$ cat config.mk
export PLATFORM = sky130hd
export DESIGN_NAME = reg_write_port
export DESIGN_NICKNAME = d
export VERILOG_FILES = /design/src/rtl/reg_write_port_pkg.sv /design/src/rtl/reg_write_port_mux.sv /design/src/rtl/reg_write_port.sv
export SDC_FILE = /design/constraint.sdc
export NUM_CORES = 2
export LEC_CHECK = 0
export BUFFER_PORTS_ARGS = -buffer_cell sky130_fd_sc_hd__clkbuf_2
export CAP_MARGIN = 40
export CELL_PAD_IN_SITES_DETAIL_PLACEMENT = 1
export CELL_PAD_IN_SITES_GLOBAL_PLACEMENT = 1
export CORE_MARGIN = 4
export CORE_UTILIZATION = 39
export DETAILED_ROUTE_END_ITERATION = 8
export GPL_ROUTABILITY_DRIVEN = 0
export PLACE_DENSITY = 0.63
export SLEW_MARGIN = 20
export SYNTH_ARGS = -nofsm -noshare
export SYNTH_HDL_FRONTEND = slang
export SYNTH_SLANG_ARGS = --single-unit
$ cat constraint.sdc
create_clock -name clk -period 2.8 [get_ports clk]
set_input_delay 0.14 -clock clk [delete_from_list [all_inputs] [get_ports clk]]
set_output_delay 0.14 -clock clk [all_outputs]
set_load 0.1 [all_outputs]
$ cat src/rtl/reg_write_port_pkg.sv
// ---------------------------------------------------------------------------
// cpu_defs: definitions shared by the multi-cycle CPU register write-back
// path.
//   - Select encodings for the write-address and write-data muxes.
//   - Default data and register-index widths.
//   - Default link-register index used by jal-style writes.
// ---------------------------------------------------------------------------
package cpu_defs;

  localparam int DEF_DATA_WIDTH = 32;
  localparam int DEF_ADDR_WIDTH = 5;
  localparam int DEF_LINK_REG   = 31;

  // Write-address select. WA_NONE means "no target": nothing is written.
  typedef enum logic [1:0] {
    WA_RT   = 2'b00,
    WA_RD   = 2'b01,
    WA_LINK = 2'b10,
    WA_NONE = 2'b11
  } wa_sel_e;

  // Write-data select.
  typedef enum logic [1:0] {
    WD_ALU  = 2'b00,
    WD_MEM  = 2'b01,
    WD_PC4  = 2'b10,
    WD_ZERO = 2'b11
  } wd_sel_e;

endpackage

$ cat src/rtl/reg_write_port_mux.sv
// ---------------------------------------------------------------------------
// write_mux: generic 4:1 multiplexer used to pick the write-back address and
// the write-back data.
// Ports:
//   sel  - 2-bit select (00 -> in0, 01 -> in1, 10 -> in2, 11 -> in3)
//   in0..in3 - WIDTH-bit candidates
//   y    - selected value
// ---------------------------------------------------------------------------
module write_mux #(
  parameter int WIDTH = 32
) (
  input  logic [1:0]       sel,
  input  logic [WIDTH-1:0] in0,
  input  logic [WIDTH-1:0] in1,
  input  logic [WIDTH-1:0] in2,
  input  logic [WIDTH-1:0] in3,
  output logic [WIDTH-1:0] y
);

  // NOTE: give every always_comb output a value before the case so no path
  // leaves it unassigned; an unassigned path infers a latch.
  always_comb begin
    y = in0;
    case (sel)
      2'b00:   y = in0;
      2'b01:   y = in1;
      2'b10:   y = in2;
      default: y = in3;
    endcase
  end

endmodule

$ cat src/rtl/reg_write_port.sv
// ---------------------------------------------------------------------------
// reg_write_port: general register file of the multi-cycle CPU together with
// its write-back selection and the registered A/B read latches.
// Ports:
//   clk, rst             - clock; synchronous active-high reset
//   rd_addr1, rd_addr2   - read indices (rs, register-2 select)
//   rd_data1, rd_data2   - registered read data (A and B latches)
//   rt, rd               - instruction register fields
//   wa_sel               - write address: rt / rd / link / no write
//   wd_sel               - write data: alu_out / mem_data / pc_plus4 / zero
//   alu_out, mem_data, pc_plus4 - write-back data candidates
//   reg_write            - write-back strobe from the control FSM
//   wr_done              - one-cycle pulse when a register was written
//   wr_addr_last         - index of the most recent committed write
// Register 0 reads as zero and ignores writes. A commit and a read of the
// same index at one edge deliver the new data to that read latch.
// ---------------------------------------------------------------------------
module reg_write_port
  import cpu_defs::*;
#(
  parameter int DATA_WIDTH = DEF_DATA_WIDTH,
  parameter int ADDR_WIDTH = DEF_ADDR_WIDTH,
  parameter int LINK_REG   = DEF_LINK_REG
) (
  input  logic                  clk,
  input  logic                  rst,
  input  logic [ADDR_WIDTH-1:0] rd_addr1,
  input  logic [ADDR_WIDTH-1:0] rd_addr2,
  output logic [DATA_WIDTH-1:0] rd_data1,
  output logic [DATA_WIDTH-1:0] rd_data2,
  input  logic [ADDR_WIDTH-1:0] rt,
  input  logic [ADDR_WIDTH-1:0] rd,
  input  logic [1:0]            wa_sel,
  input  logic [1:0]            wd_sel,
  input  logic [DATA_WIDTH-1:0] alu_out,
  input  logic [DATA_WIDTH-1:0] mem_data,
  input  logic [DATA_WIDTH-1:0] pc_plus4,
  input  logic                  reg_write,
  output logic                  wr_done,
  output logic [ADDR_WIDTH-1:0] wr_addr_last
);

  localparam int                    N_REGS    = 1 << ADDR_WIDTH;
  localparam logic [ADDR_WIDTH-1:0] LINK_ADDR = ADDR_WIDTH'(LINK_REG);
  localparam logic [ADDR_WIDTH-1:0] NO_ADDR   = '0;
  localparam logic [DATA_WIDTH-1:0] ZERO_DATA = '0;

  logic [DATA_WIDTH-1:0] regs_q [N_REGS];
  logic [DATA_WIDTH-1:0] regs_d [N_REGS];
  logic [DATA_WIDTH-1:0] rd_data1_q, rd_data1_d;
  logic [DATA_WIDTH-1:0] rd_data2_q, rd_data2_d;
  logic                  wr_done_q, wr_done_d;
  logic [ADDR_WIDTH-1:0] wr_addr_last_q, wr_addr_last_d;

  logic [ADDR_WIDTH-1:0] wr_addr;
  logic [DATA_WIDTH-1:0] wr_data;
  logic                  commit;

  // The "no write" leg routes index 0, which commit already rejects; the
  // explicit WA_NONE check below keeps the intent independent of that.
  write_mux #(.WIDTH(ADDR_WIDTH)) u_addr_mux (
    .sel (wa_sel),
    .in0 (rt),
    .in1 (rd),
    .in2 (LINK_ADDR),
    .in3 (NO_ADDR),
    .y   (wr_addr)
  );

  write_mux #(.WIDTH(DATA_WIDTH)) u_data_mux (
    .sel (wd_sel),
    .in0 (alu_out),
    .in1 (mem_data),
    .in2 (pc_plus4),
    .in3 (ZERO_DATA),
    .y   (wr_data)
  );

  assign commit = reg_write && (wa_sel != WA_NONE) && (wr_addr != NO_ADDR);

  always_comb begin
    regs_d = regs_q;
    if (commit) begin
      regs_d[wr_addr] = wr_data;
    end

    // Entry 0 is never written, but forcing the read keeps it zero by
    // construction. Commit excludes index 0, so forwarding never hits it.
    rd_data1_d = (rd_addr1 == NO_ADDR) ? ZERO_DATA : regs_q[rd_addr1];
    if (commit && (wr_addr == rd_addr1)) begin
      rd_data1_d = wr_data;
    end

    rd_data2_d = (rd_addr2 == NO_ADDR) ? ZERO_DATA : regs_q[rd_addr2];
    if (commit && (wr_addr == rd_addr2)) begin
      rd_data2_d = wr_data;
    end

    wr_done_d      = commit;
    wr_addr_last_d = commit ? wr_addr : wr_addr_last_q;
  end

  // NOTE: sequential state uses non-blocking assignments only, so every flop
  // samples pre-edge values regardless of statement order.
  always_ff @(posedge clk) begin
    if (rst) begin
      // NOTE: the register file is deliberately cleared on reset (the CPU
      // relies on zeroed registers), which forces flops instead of RAM.
      for (int i = 0; i < N_REGS; i++) begin
        regs_q[i] <= '0;
      end
      rd_data1_q     <= '0;
      rd_data2_q     <= '0;
      wr_done_q      <= 1'b0;
      wr_addr_last_q <= '0;
    end else begin
      regs_q         <= regs_d;
      rd_data1_q     <= rd_data1_d;
      rd_data2_q     <= rd_data2_d;
      wr_done_q      <= wr_done_d;
      wr_addr_last_q <= wr_addr_last_d;
    end
  end

  assign rd_data1     = rd_data1_q;
  assign rd_data2     = rd_data2_q;
  assign wr_done      = wr_done_q;
  assign wr_addr_last = wr_addr_last_q;

endmodule

==> run_results.csv <==
group,metric,value,unit
timing,period_share,0.956,
logic_synthesis,async_reset_ff_frac,0,
detailed_routing,dr.first_iter.drc_count,4939,
timing,post-route-min-period,2680,ps
critical_path,cp-end-kind,"flip-flop",
grt,overflow,0,
placement,placed_area,67700,um^2
logic_synthesis,syn_inst,6114,
detailed_routing,vias,53774,
detailed_routing,drc,0,
detailed_routing,wl_met2,115000,um
cts,tritoncts,"done",
cts,numCtsBuffers,135,
critical_path,ff2ff_path_depth,6,
cts,clkLatencyLatePin,790,ps
detailed_routing,wl_met3,17200,um
logic_synthesis,synth-main-ff-cell,"dfxtp_1",
timing,slew_headroom,0.374,
timing,grt_setup_unrepaired,"false",
floorplanning,dieWidth,409,um
logic_synthesis,synth_area_leaders,"dfxtp_1 (35%), mux4_2 (18%), mux2i_1 (8.6%)",
cells_and_area,layout-drive-gt1-share,0.278,
cts,cts-root-buf,"clkbuf_16",
timing,hold_violations,0,
cts,clock_path_buffers,3,
floorplanning,die_y,409,um
logic_synthesis,synth.largest_area_cell,"dfxtp_1",
placement,hpwl,155000,um
power,vdd.ir_drop.worst,0.663,mV
placement,place_inst,8043,
timing,finalHoldWorstSlack,43.1,ps
cts,htree_levels,4,
grt,grt.total_usage,0.292,
detailed_routing,wirelength,251000,um
min_path,whs_path_depth,4,
flow_run,cap_violations,0,
detailed_routing,met1_length,108000,um
placement,port_buffers,192,
critical_path,cp_slowest_cell,"dlygate4sd3_1",
cells_and_area,final_cells,8328,
timing,setup-tns-final,0,ps
timing,setup_viol,0,
critical_path,startpoint_type,"input pin",
critical_path,worstSetupStartpoint,"wa_sel[0]",
critical_path,worstPathCellList,"dlygate4sd3_1 > clkbuf_2 > buf_6 > nand2b_2 > o22ai_1 > buf_4 > xnor2_1 > nand4_1 > or3_2 > buf_12 > o22ai_1 > dlygate4sd3_1",
detailed_routing,wire_per_inst,30.1,um
cts,clk_pin_slew,60,ps
grt,antenna_found_initial,5,
critical_path,r2r_end,"rd_data2[24]",
min_path,hold_path_class,"input pin to flip-flop",
detailed_routing,ant_nets,0,
critical_path,crit_required,3510,ps
floorplanning,start_util,0.394,
grt,grt_pass1_vias,55051,
floorplanning,core_area,159000,um^2
cells_and_area,stdcell_area,72700,um^2
cts,cts_setup_buffers,0,
grt,grt_pass1_wl,373000,um
logic_synthesis,synth_edf_count,0,
power,finalPower,39.4,mW
grt,grt_start_max_net_pins,144,
logic_synthesis,synth_nets,6237,
critical_path,path_class,"input pin to flip-flop",
floorplanning,rows,146,
logic_synthesis,synth_seq_cells,1094,
timing,fin_skew,27.9,ps
power,p_leak,24.1,nW
floorplanning,die_area,167000,um^2
min_path,min_from,"mem_data[28]",
logic_synthesis,ys_seq_area_frac,0.349,
power,p_per_area,542,nW/um^2
floorplanning,ioPinCount,193,
status,outcome,"finished clean",
critical_path,slowest_delay,570,ps
timing,worst_slew_pin_slew,940,ps
cts,cts.sinks,1094,
cells_and_area,syn2layout_area_growth,16.0,%
timing,drv_slew,0,
logic_synthesis,synth.cell_area,62700,um^2
logic_synthesis,synth_top_area_frac,0.349,
timing,fmax,374,MHz
logic_synthesis,synth_warnings,0,
logic_synthesis,avgSynthCellArea,10.3,um^2
logic_synthesis,ys_types,51,
cells_and_area,nets,6200,
critical_path,crit_fanout,26,
critical_path,worstReg2RegStart,"regs_q[536]",
detailed_routing,drt_pass1_iterations,6,
detailed_routing,routed.top_layer,"met4",
critical_path,crit_arrival,3390,ps
critical_path,reg2reg_slack,680,ps
min_path,whs_endpoint,"rd_data1[28]",
detailed_routing,vias_per_cell,6.46,
metal layers:
layer	GRT usage	up-vias
li1	-	23312
met1	0.397	27954
met2	0.465	1992
met3	0.0496	516
met4	0.115	0
met5	0	-
cell families (layout without fill, tap and decap cells):
| group | count (synthesis) | after routing | share of synthesized area |
|---|---|---|---|
| DFF | 1094 | 1094 | 0.349 |
| muxes | 1047 | 1047 | 0.268 |
| xor gates and xnor gates | 4 | 4 | 0.000559 |
| and+or+nand+nor | 1780 | 1780 | 0.125 |
| AOI/OAI and AO/OA | 1453 | 1453 | 0.201 |
| buffers and inverters | 736 | 801 | 0.0559 |
| other | 0 | 3 | 0 |
final cells by class:
cell class	count	area [um^2]
timing repair buffer	557	5780
inverter	5	18.8
antenna	3	7.51
clock buffer	193	3970
sequential	1094	21900
multi-input combinational	4284	37800
clock inverter	46	566
tap	2146	2690
fill	17037	86400
where the power goes:
part           switching, mW  internal [mW]  total, mW
Clock                   7.31           10.8       18.1
Sequential             0.227           15.8       16.0
Combinational           3.57           1.70       5.27
through the flow:
step / utilization / setup WS [ps]
4_1_cts: 0.457 / 146
3_5_place_dp: 0.426 / 267
2_1_floorplan: - / 775
3_3_place_gp: 0.425 / 290
6_report: 0.457 / 123
5_1_grt: 0.457 / 26.4
sequential cells by signal, indices dropped and copies added (netlist names):
name / count
wr_done: 1
rd_data1: 32
rd_data2: 32
wr_addr_last: 5
regs_q: 1024
synth_stat cells (2+ instances only):
cell type,count
a221o_1,2
buf_4,67
nor2_4,19
o22ai_1,66
a21oi_2,3
nand3_4,2
buf_1,62
or3b_1,3
or3_1,3
nand3b_1,4
o21ai_1,2
and2_1,4
a211oi_2,364
dfxtp_1,1094
clkbuf_1,408
a211oi_1,636
mux4_2,506
nor2_1,1035
o21ai_0,8
nor2_8,12
inv_1,5
nand3_1,62
a22oi_1,129
a221oi_1,126
nand3_2,3
nor2_2,10
a21oi_1,100
nand4_1,188
nor3_1,9
buf_6,38
a21o_1,4
nand2b_1,6
xnor2_1,4
buf_2,154
nor2b_1,41
o211ai_4,3
a31oi_1,2
nand2_1,377
mux2i_1,541
worst max-delay path: cells and delay by family:
kind | cells | cell delay (ps)
buffers and inverters | 6 | 1930
AND/OR/NAND/NOR | 3 | 830
AO/OA/AOI/OAI | 2 | 370
XOR/XNOR | 1 | 120
how the worst max path moves through the flow:
stage | to | slack [ps] | depth (start not counted)
after global routing | rd_data2[24] | 30 | 10
after CTS | rd_data2[24] | 150 | 12
after floorplan | regs_q[419] | 770 | 8
after detailed placement | regs_q[28] | 270 | 10
final | rd_data2[24] | 120 | 12
after global placement | regs_q[980] | 290 | 7
repair_timing:
| action | CTS | global route |
|---|---|---|
| endpoints found under the setup margin | 0 | 2 |
| hold buffers | 43 | 0 |
| endpoints found under the hold margin | 390 | 0 |
| resized for setup | 0 | 4 |
cells in the final DEF (no fill, tap or decap), drive strengths merged, types with 6 or more instances in the layout:
master / n
nand4: 188
dfxtp: 1094
mux4: 506
nand3: 67
a221oi: 126
buf: 332
o22ai: 67
clkinv: 26
a211oi: 1000
dlygate4sd3: 43
nand2: 377
a21oi: 103
nor2: 1076
nor2b: 41
nor3: 9
clkbuf: 375
a22oi: 129
nand2b: 6
inv: 11
bufinv: 10
o21ai: 10
mux2i: 541
No activity file was read; power rests on OpenSTA's default activity.
